--- config.mk ---
export PLATFORM = sky130hd
export DESIGN_NAME = instruction_loader
export DESIGN_NICKNAME = d
export VERILOG_FILES = /design/src/rtl/instruction_loader.sv
export SDC_FILE = /design/constraint.sdc
export NUM_CORES = 1
export LEC_CHECK = 0
export ABC_AREA = 0
export CAP_MARGIN = 0
export CORE_ASPECT_RATIO = 1.2
export CORE_MARGIN = 2
export CORE_UTILIZATION = 46
export DETAILED_ROUTE_END_ITERATION = 12
export PLACE_DENSITY = 0.88
export SETUP_SLACK_MARGIN = 0.05
export SLEW_MARGIN = 30
export SYNTH_ARGS = -nofsm -noshare
export SYNTH_HDL_FRONTEND = slang
export SYNTH_SLANG_ARGS = --single-unit
--- constraint.sdc ---
create_clock -name clk -period 2.2 [get_ports clk]
set_input_delay 0.44 -clock clk [delete_from_list [all_inputs] [get_ports clk]]
set_output_delay 0.44 -clock clk [all_outputs]
set_load 0.02 [all_outputs]
--- src/rtl/instruction_loader.sv ---
// Byte-stream instruction loader: assembles big-endian words and writes them into instruction memory.
// Checksum logic is built only when INSTRUCTION_LOADER_CHECKSUM_EN is defined.
module instruction_loader #(
    parameter int          DEPTH      = 512,
    parameter logic [31:0] END_MARKER = 32'hFFFFFFFF
) (
    input  logic                   clk,
    input  logic                   reset,
    input  logic                   start,
    input  logic [7:0]             rx_data,
    input  logic                   rx_valid,
    output logic                   rx_ready,
    output logic                   wr_en,
    output logic [31:0]            wr_addr,
    output logic [31:0]            wr_data,
    output logic                   stall,
    output logic                   done,
    output logic                   full,
    output logic [$clog2(DEPTH):0] word_count,
    output logic [31:0]            checksum
);

    localparam int             CW      = $clog2(DEPTH) + 1;
    localparam logic [CW-1:0]  DEPTH_C = CW'(DEPTH);

    typedef enum logic [1:0] {IDLE, LOAD, DONE} state_t;

    state_t         r_state;
    state_t         w_next;
    logic [1:0]     r_byte_idx;
    logic [23:0]    r_shift;
    logic           r_wr_en;
    logic [31:0]    r_wr_addr;
    logic [31:0]    r_wr_data;
    logic [CW-1:0]  r_count;
    logic           r_full;

    logic           w_accept;
    logic           w_last;
    logic [31:0]    w_word;
    logic           w_marker;
    logic [CW-1:0]  w_count_inc;
    logic           w_fill;
    logic           w_session_start;

    assign w_accept        = rx_valid && rx_ready;
    assign w_last          = w_accept && (r_byte_idx == 2'd3);
    assign w_word          = {r_shift, rx_data};
    assign w_marker        = w_last && (w_word == END_MARKER);
    assign w_count_inc     = r_count + 1'b1;
    assign w_fill          = r_wr_en && (w_count_inc == DEPTH_C);
    assign w_session_start = (r_state == IDLE) && start;

    // rx_ready drops during the write cycle so a word never overlaps its own write-back.
    always_comb begin
        w_next   = r_state;
        rx_ready = 1'b0;
        stall    = 1'b0;
        done     = 1'b0;
        case (r_state)
            IDLE: begin
                if (start) w_next = LOAD;
            end
            LOAD: begin
                stall    = 1'b1;
                rx_ready = !r_wr_en;
                if (w_fill || w_marker) w_next = DONE;
            end
            DONE: begin
                stall  = 1'b1;
                done   = 1'b1;
                w_next = IDLE;
            end
            default: w_next = IDLE;
        endcase
    end

    always_ff @(posedge clk) begin
        if (reset) begin
            r_state    <= IDLE;
            r_byte_idx <= 2'd0;
            r_shift    <= 24'd0;
            r_wr_en    <= 1'b0;
            r_wr_addr  <= 32'd0;
            r_wr_data  <= 32'd0;
            r_count    <= '0;
            r_full     <= 1'b0;
        end else begin
            r_state <= w_next;
            r_wr_en <= w_last && !w_marker;
            if (w_last && !w_marker) begin
                r_wr_data <= w_word;
                r_wr_addr <= 32'(r_count) << 2;
            end
            if (w_session_start) begin
                r_byte_idx <= 2'd0;
                r_shift    <= 24'd0;
                r_count    <= '0;
                r_full     <= 1'b0;
            end else begin
                if (w_accept) begin
                    r_shift    <= {r_shift[15:0], rx_data};
                    r_byte_idx <= r_byte_idx + 2'd1;
                end
                if (r_wr_en) begin
                    r_count <= w_count_inc;
                    if (w_fill) r_full <= 1'b1;
                end
            end
        end
    end

`ifdef INSTRUCTION_LOADER_CHECKSUM_EN
    logic [31:0] r_checksum;

    always_ff @(posedge clk) begin
        if (reset) begin
            r_checksum <= 32'd0;
        end else if (w_session_start) begin
            r_checksum <= 32'd0;
        end else if (r_wr_en) begin
            r_checksum <= r_checksum ^ r_wr_data;
        end
    end

    assign checksum = r_checksum;
`else
    assign checksum = 32'h0;
`endif

    assign wr_en      = r_wr_en;
    assign wr_addr    = r_wr_addr;
    assign wr_data    = r_wr_data;
    assign full       = r_full;
    assign word_count = r_count;

endmodule

* Word-level counts from Yosys, hierarchy flattened
Index checks and enable logic that the tools add are counted.
Widths: inputs -> output; s select.
** Operators by class
- Add/sub/neg operators :: 2
- $mul :: 0
- Div/mod/pow operators :: 0
- Order comparisons :: 0
- Equal/unequal tests :: 7
- Shift-type cells :: 0
- Multiplexer cells :: 6
- Bitwise logic cells :: 0
- Reduce and logical (&&, ||, !) cells :: 14
** Operators by type and width (count)
- $eq 32x32->1 const B :: 1
- $add 10x1->10 const B :: 1
- $eq 10x10->1 const B :: 1
- $logic_and 1x1->1 :: 6
- $eq 2x2->1 const B :: 2
- $mux 2 :: 2
- $ne 2x2->1 const B :: 2
- $pmux 2 s2 :: 1
- $reduce_and 2->1 :: 2
- $reduce_or 2->1 :: 2
- $mux 1 :: 3
- $add 2x1->2 const B :: 1
- $eq 2x1->1 const B :: 1
- $logic_not 1->1 :: 2
- $logic_not 2->1 :: 1
- $logic_or 1x1->1 :: 1
** Storage, ports and cells
- Register bits after elaboration :: 82
- Bits in latches :: 0
- Memory bits (writable) :: 0
- Memory bits (read-only) :: 0
- Input bits :: 12
- Output and inout port bits :: 111
- Logic and storage cells :: 37
- Memories kept :: 0

* Logic depth before layout (Yosys ltp)
Gate-level depths: netlist of the first run.
- Word-level depth :: 8
- Gate-level depth with buffers :: 10
- Mapped depth without buffers :: 7

* Worst setup path after synthesis of the first run
OpenSTA, ideal clock, no wires.
- Path type :: register to register
- Start :: reg r_count[0], in the netlist word_count[0]
- End :: reg r_state[0]
- Library setup time :: 0.072 ns
- Arrival time :: 1.979 ns
- Required time :: 2.128 ns
- Slack :: 0.149 ns
- Stages on the path, launching flop included :: 6
- Buffers on the path :: 0
- Clock period less this slack :: 2.051 ns
- Cell sequence :: dfxtp_1 ha_1 or4_1 a221o_1 o31ai_4 mux2i_1
** Between the ends
- Word-level cells in the longest chain between the ends :: 6
** Ends and longest elaborated chain
- start, declared :: RTL line 35 : logic [CW-1:0] r_count;
- start signal, assigned :: RTL line 106 : r_count <= w_count_inc;
- $add 10x1->10 :: RTL line 50 : assign w_count_inc = r_count + 1'b1;
- $eq 10x10->1 :: RTL line 51 : assign w_fill = r_wr_en && (w_count_inc == DEPTH_C);
- $logic_and 1x1->1 :: RTL line 51
- $logic_or 1x1->1 :: RTL line 67 : if (w_fill || w_marker) w_next = DONE;
- $ne 2x2->1 (no source line)
- $reduce_and 2->1 (no source line)
- end signal, assigned :: RTL line 89 : r_state <= w_next;
- end, declared :: RTL line 28 : state_t r_state;
No other way between the ends.
A chain may end at the register's enable or synchronous reset.

* Worst setup path after layout of the first run
- Start :: reg r_count[1], in the netlist word_count[1]
- End :: reg r_state[1]
The elaborated chain is that of the path after synthesis.

==> impl_metrics.tcl, run 1 <==
set metrics [dict create \
    status "finished, final reports clean" \
    ys_ff_latch 82 \
    dp.final_hpwl_um 5410 \
    pin_count 123 \
    synth_xor_area_frac 0.0238 \
    cp.required_ns 2.48 \
    firstDrtPassIters 4 \
    clkSinkCount 82 \
    clk_latency_ns 0.36 \
    maxCapViolCount 0 \
    crit_path_max_incr_delay_ns 0.43 \
    critPathSlowestCell "or4_1" \
    path_clk_slew_ns 0.09 \
    synth_top_family_by_area "simple AND/OR/NAND/NOR gates" \
    htree_num_levels 3 \
    grt_setup_unrepaired "no" \
    yosysSeqAreaShare 0.446 \
    die_h_um 102 \
    hold_class "reg2reg" \
    crit_path_max_fanout 7 \
    die_area_um2 8730 \
    clockPowerShare 0.360 \
    post_synth_num_cell_types 38 \
    p_int_w 0.00223 \
    synthesis.instances 406 \
    synthSimpleGateAreaFrac 0.175 \
    holdPathEnd "r_byte_idx[1]$_SDFFE_PP0P_" \
    final_cells 573 \
    ir_drop_mv 0.600 \
    coreArea_um2 7710 \
    switching_share 0.292 \
    path_cells "ha_1, or4_1, a221o_1, o31ai_4, mux2i_1" \
    grt.total_usage 0.178 \
    synth.top_cell.area_share 0.446 \
    grt_max_degree 38 \
    p_comb_frac 0.152 \
    r2r_end "r_state[1]$_SDFFE_PP0P_" \
    dominantRegCellSynth "dfxtp_1" \
    crit_type "reg2reg" \
    routed_via_density 4.95 \
    area_delta_synth_final_pct 23.0 \
    synth_most_common_cell "dfxtp_1" \
    regToRegStartpoint "word_count[1]$_SDFFE_PP0P_" \
    cts_tree "built" \
    synthArstFlopShare 0 \
    antenna_found_initial 0 \
    port_buffers 68 \
    finalCriticalPeriod_ns 2.01 \
    p_seq_frac 0.489 \
    root_buffer "clkbuf_8" \
    hold_start "r_byte_idx[1]$_SDFFE_PP0P_" \
    yosys-top-cells-count "82 x dfxtp_1, 58 x buf_4, 56 x nand2_1, 56 x nor2_1, 46 x mux2i_1" \
    power_density_nw_per_um2 698 \
    p_sw_w 0.000922 \
    grt_pass1_wl_um 12400 \
    synth-compound-area-share 0.0599 \
    antenna_left 0 \
    whs_ns 0.468 \
    start_kind "register" \
    synthMuxAreaShare 0.125 \
    reg2reg_slack_ns 0.19 \
    endpoint_kind "register" \
    fin_worst_skew_ns 0.0105 \
    die_x_um 85.6 \
    start_util 0.477 \
    grt_pass1_vias 2577 \
    synth_top_cell_by_area "dfxtp_1" \
    clockBufferDepth 2 \
    crit_arrival_ns 2.29 \
    setup_violations 0 \
    cts-buffers-inserted 9 \
    max_freq_ghz 0.498 \
    synth_enable_flop_cells 0 \
    synth.cell_area_um2 3680 \
    placedCellCount 557 \
    crit_path_start "word_count[1]$_SDFFE_PP0P_" \
    post_synth_fa_ha_maj_area_fraction 0.0272 \
    setup_tns_ns 0 \
    rows 35 \
    remaining_drc_errors 0 \
    power.leakage_nw 1.64 \
    r2r_cells 5 \
    via_count 2839 \
    syn_avg_cell_area_um2 9.06 \
    globalplace.congestion 0.885 \
    slew_violations 0 \
    post-route-period-util 0.912 \
    hold_depth 2 \
    drive_gt1_frac 0.0707 \
    drt-initial-drc-count 106 \
    drt-total-wl_um 7650 \
    avgRoutedWirePerCell_um 13.4 \
    layout.nets 496 \
    num_antenna_cells 0 \
    hold_violations 0 \
    overflow 0 \
    synthTopCellsByArea "dfxtp_1 45%, mux2i_1 13%, buf_4 12%, nand2_1 5.7%, nor2_1 5.7%" \
    yosysWarnings 0 \
]
placed cells by master (no fill, tap or decap), types with 2 or more instances in the layout:
cell type        instances
nor2_1                  56
nand4_1                 13
xnor2_1                  5
nand2b_1                 4
xor2_1                   5
clkbuf_8                10
inv_1                    2
dlygate4sd2_1            2
mux2i_1                 46
nor4_1                   2
dfxtp_1                 81
conb_1                  54
nand2_1                 56
inv_6                    3
nor3b_1                  2
buf_12                   3
clkdlybuf4s50_1         66
buf_4                   11
ha_1                     8
nor2b_1                  3
a21oi_1                 26
cells by family (layout without fill, tap and decap cells):
family	count (synthesis)	count (layout)
muxes	46	46
buffers and inverters	78	100
xor gates and xnor gates	10	10
and+or+nand+nor	145	145
AOI/OAI and AO/OA	36	36
adders and majority gates	8	8
other	1	54
DFF	82	82
cell type report:
cell class,instances,area (µm²)
clock buffers,10,138
repair buffers,82,821
clock inverters,6,72.6
well taps,92,115
fillers,644,3190
flip-flops and latches,82,1640
multi-input cells,299,1730
inverters,2,7.51
registers in the layout, summed over array words and instances, names as in the netlist:
name,flops
r_shift,24
wr_addr,10
r_state,2
wr_data,32
r_byte_idx,2
full,1
wr_en,1
word_count,10
layer usage:
layer,up-vias,GRT usage,share of wire
met5,-,0,0
met4,0,0.0769,0.011
met3,9,0.0388,0.072
met2,124,0.305,0.51
met1,1325,0.215,0.41
li1,1381,-,-
power groups by stage:
stage | Clock (W) | Combinational (W) | Sequential, W
floorplan | 0 | 0.000427 | 0.00157
global placement | 0 | 0.000487 | 0.00157
detailed placement | 0 | 0.000496 | 0.00158
CTS | 0.00115 | 0.000481 | 0.00154
global route | 0.00121 | 0.000534 | 0.00155
finish | 0.00114 | 0.000478 | 0.00154
what timing repair did:
action,CTS,global route
buffers inserted,0,0
resized for setup,2,1
hold buffers,0,0
setup endpoints to repair,2,1
critical path: cells and delay by family, from the launching register on:
family	cells	cell delay, ns
fa+ha+maj	1	0.27
simple gates	1	0.43
compound gates	2	0.70
flops	1	0.33
mux	1	0.21
how the worst max path moves through the flow:
| stage | slack [ns] | end |
|---|---|---|
| floorplan | 0.15 | r_state[0]$_SDFFE_PP0P_ |
| global route | 0.07 | r_state[1]$_SDFFE_PP0P_ |
| detailed placement | 0.03 | wr_addr[6]$_SDFFE_PP0P_ |
| CTS | 0.1 | wr_en |
| global placement | 0.06 | wr_data[24]$_SDFFE_PP0P_ |
| finish | 0.19 | r_state[1]$_SDFFE_PP0P_ |
metrics by stage:
stage / total power [W] / area [µm²] / setup WS, ns / util
after floorplan: 0.00199 / 3880 / 0.149 / -
after global routing: 0.00329 / 4520 / 0.0669 / 0.587
after global placement: 0.00206 / 4310 / 0.0575 / 0.560
after CTS: 0.00318 / 4520 / 0.0994 / 0.587
final: 0.00315 / 4520 / 0.194 / 0.587
after detailed placement: 0.00207 / 4310 / 0.0334 / 0.560
Note: power is estimated with default switching activity, not from simulation.
==> run 2: changes to the inputs <==
CORE_MARGIN = 3   (was 2)
GPL_TIMING_DRIVEN = 0   (was not set)
HOLD_SLACK_MARGIN = 0.15   (was not set)
==> run 2 against run 1 <==
  * Non-clock buffer count increased by 64
  * Largest cell class unchanged
  * Critical endpoint is now wr_data[17]$_SDFFE_PP0P_
  * Combinational power increased by 19%
  * Global-route usage increased by 1.4 points
  * Setup slack got worse by 0.093 ns
  * Sequential cell count unchanged
==> impl_metrics.tcl, run 2 (synthesis gave the netlist of run 1 again) <==
set metrics [dict create \
    htree_num_levels 3 \
    die_x_um 87.6 \
    grt_pass1_wl_um 14000 \
    drt-total-wl_um 8600 \
    slew_headroom 0.662 \
    max_slew.worst_pin.slew_ns 0.508 \
    clk_latency_ns 0.36 \
    grt_pass1_vias 2950 \
    r2r_cells 5 \
    postLayoutSetupSlackWorst_ns 0.100 \
    largest_reg_flops 32 \
    root_buffer "clkbuf_8" \
    drt-initial-drc-count 143 \
    routed_via_density 4.80 \
    cts_tree "built" \
    slew_violations 0 \
    hold_depth 1 \
    crit_path_max_fanout 10 \
    hold_violations 0 \
    use_met2 0.329 \
    max_freq_ghz 0.476 \
    num_antenna_cells 0 \
    grt_max_degree 16 \
    finalCriticalPeriod_ns 2.10 \
    cts_hold_buf 0 \
    holdPathEnd "full$_SDFFE_PP0P_" \
    gr-usage-met1 0.215 \
    die_h_um 104 \
    cp.required_ns 2.44 \
    maxCapViolCount 0 \
    power_density_nw_per_um2 694 \
    regToRegStartpoint "word_count[0]$_SDFFE_PP0P_" \
    reg2reg_slack_ns 0.16 \
    rows 35 \
    hold_class "reg2reg" \
    whs_ns 0.480 \
    overflow 0 \
    drive_gt1_frac 0.161 \
    crit_type "in2reg" \
    status "finished, final reports clean" \
    grt_busiest_layer "met2" \
    firstDrtPassIters 4 \
    remaining_drc_errors 0 \
    fin_worst_skew_ns 0.0107 \
    via_count 3058 \
    final_cell_mix "80 x dfxtp_1, 66 x clkdlybuf4s50_1, 61 x buf_4" \
    dp_slack_ns -0.359 \
    die_area_um2 9110 \
    globalplace.congestion 0.847 \
    port_buffers 68 \
    power.leakage_nw 1.96 \
    clockBufferDepth 2 \
    post-route-period-util 0.954 \
    crit_arrival_ns 2.34 \
    start_util 0.477 \
    mostFrequentLayoutCell "dfxtp_1" \
    r2r_end "r_state[1]$_SDFFE_PP0P_" \
    ir_drop_mv 0.577 \
    antenna_left 0 \
    layout.nets 560 \
    avgRoutedWirePerCell_um 13.5 \
    path_clk_slew_ns 0.09 \
    coreArea_um2 7710 \
    endpoint_kind "register" \
    pin_count 123 \
    final_cells 637 \
    grt_setup_unrepaired "yes" \
    start_kind "input pin" \
    use_met3 0.0499 \
    area_delta_synth_final_pct 35.0 \
    fillers 631 \
    antenna_found_initial 0 \
    placed_area_um2 4670 \
    dp.final_hpwl_um 6300 \
    setup_violations 0 \
    placedCellCount 619 \
    hold_start "full$_SDFFE_PP0P_" \
    final_cell_area_um2 4960 \
    clkSinkCount 82 \
    grt.total_usage 0.192 \
    cts-buffers-inserted 9 \
]
==> run 2: cell types whose count changed in the layout (fill, tap and decap cells not counted), moves of 2 or more <==
cell,change
nor4_1,-2
clkbuf_1,+11
bufinv_16,+2
buf_12,-3
buf_2,+2
buf_1,+3
buf_4,+50
==> run 2: repair_timing <==
item / CTS / global route
pin swaps: 0 / 3
cloned: 0 / 0
resized for setup: 7 / 2
endpoints found under the hold margin: 0 / 0
endpoints found under the setup margin: 43 / 41
buffers inserted: 0 / 3
==> run 2: metal layers <==
metal	part of all wire	wire length, µm
met1	0.39	3340
met2	0.49	4230
met3	0.088	760
met4	0.031	263
met5	0	0
==> run 2: power breakdown <==
part / switching [W] / leakage, nW / internal (W)
Combinational: 0.000355 / 1.18 / 0.000215
Clock: 0.000570 / 0.120 / 0.000763
Sequential: 0.0000313 / 0.662 / 0.00151
==> run 2: worst max path at each step <==
stage | cells past startpoint | start | slack, ns | to
5_1_grt | 8 | rx_data[0] | -0.007 | wr_data[17]$_SDFFE_PP0P_
3_3_place_gp | 8 | rx_data[7] | -0.31 | wr_addr[3]$_SDFFE_PP0P_
3_5_place_dp | 9 | rx_valid | -0.36 | wr_data[17]$_SDFFE_PP0P_
4_1_cts | 8 | rx_data[7] | 0.05 | wr_data[30]$_SDFFE_PP0P_
2_1_floorplan | 5 | word_count[0]$_SDFFE_PP0P_ | 0.15 | r_state[0]$_SDFFE_PP0P_
6_report | 8 | rx_data[1] | 0.10 | wr_data[17]$_SDFFE_PP0P_
==> run 2: area by class of cell <==
cell class | instances | area (µm²) | share of cell area
multi-input cells | 299 | 1740 | 0.350
flip-flops and latches | 82 | 1640 | 0.331
repair buffers | 71 | 701 | 0.141
plain buffers | 75 | 509 | 0.103
clock buffers | 9 | 124 | 0.0250
clock inverters | 7 | 124 | 0.0250
well taps | 92 | 115 | 0.0232
inverters | 2 | 7.51 | 0.00151
==> run 2: stage by stage <==
stage	util	TNS [ns]	power, W
2_1_floorplan	-	0	0.00199
3_3_place_gp	0.606	-12.38	0.00212
3_5_place_dp	0.606	-12.91	0.00214
4_1_cts	0.639	0	0.00345
5_1_grt	0.644	-0.00679	0.00359
6_report	0.644	0	0.00345
==> run 2: critical path, cell delays in order <==
cell and delay [ns]:
clkdlybuf4s50_1 0.57, nand4_1 0.14, nor4_2 0.41, a21oi_1 0.12, buf_2 0.20, buf_4 0.21, mux2i_1 0.18, nor2_1 0.07
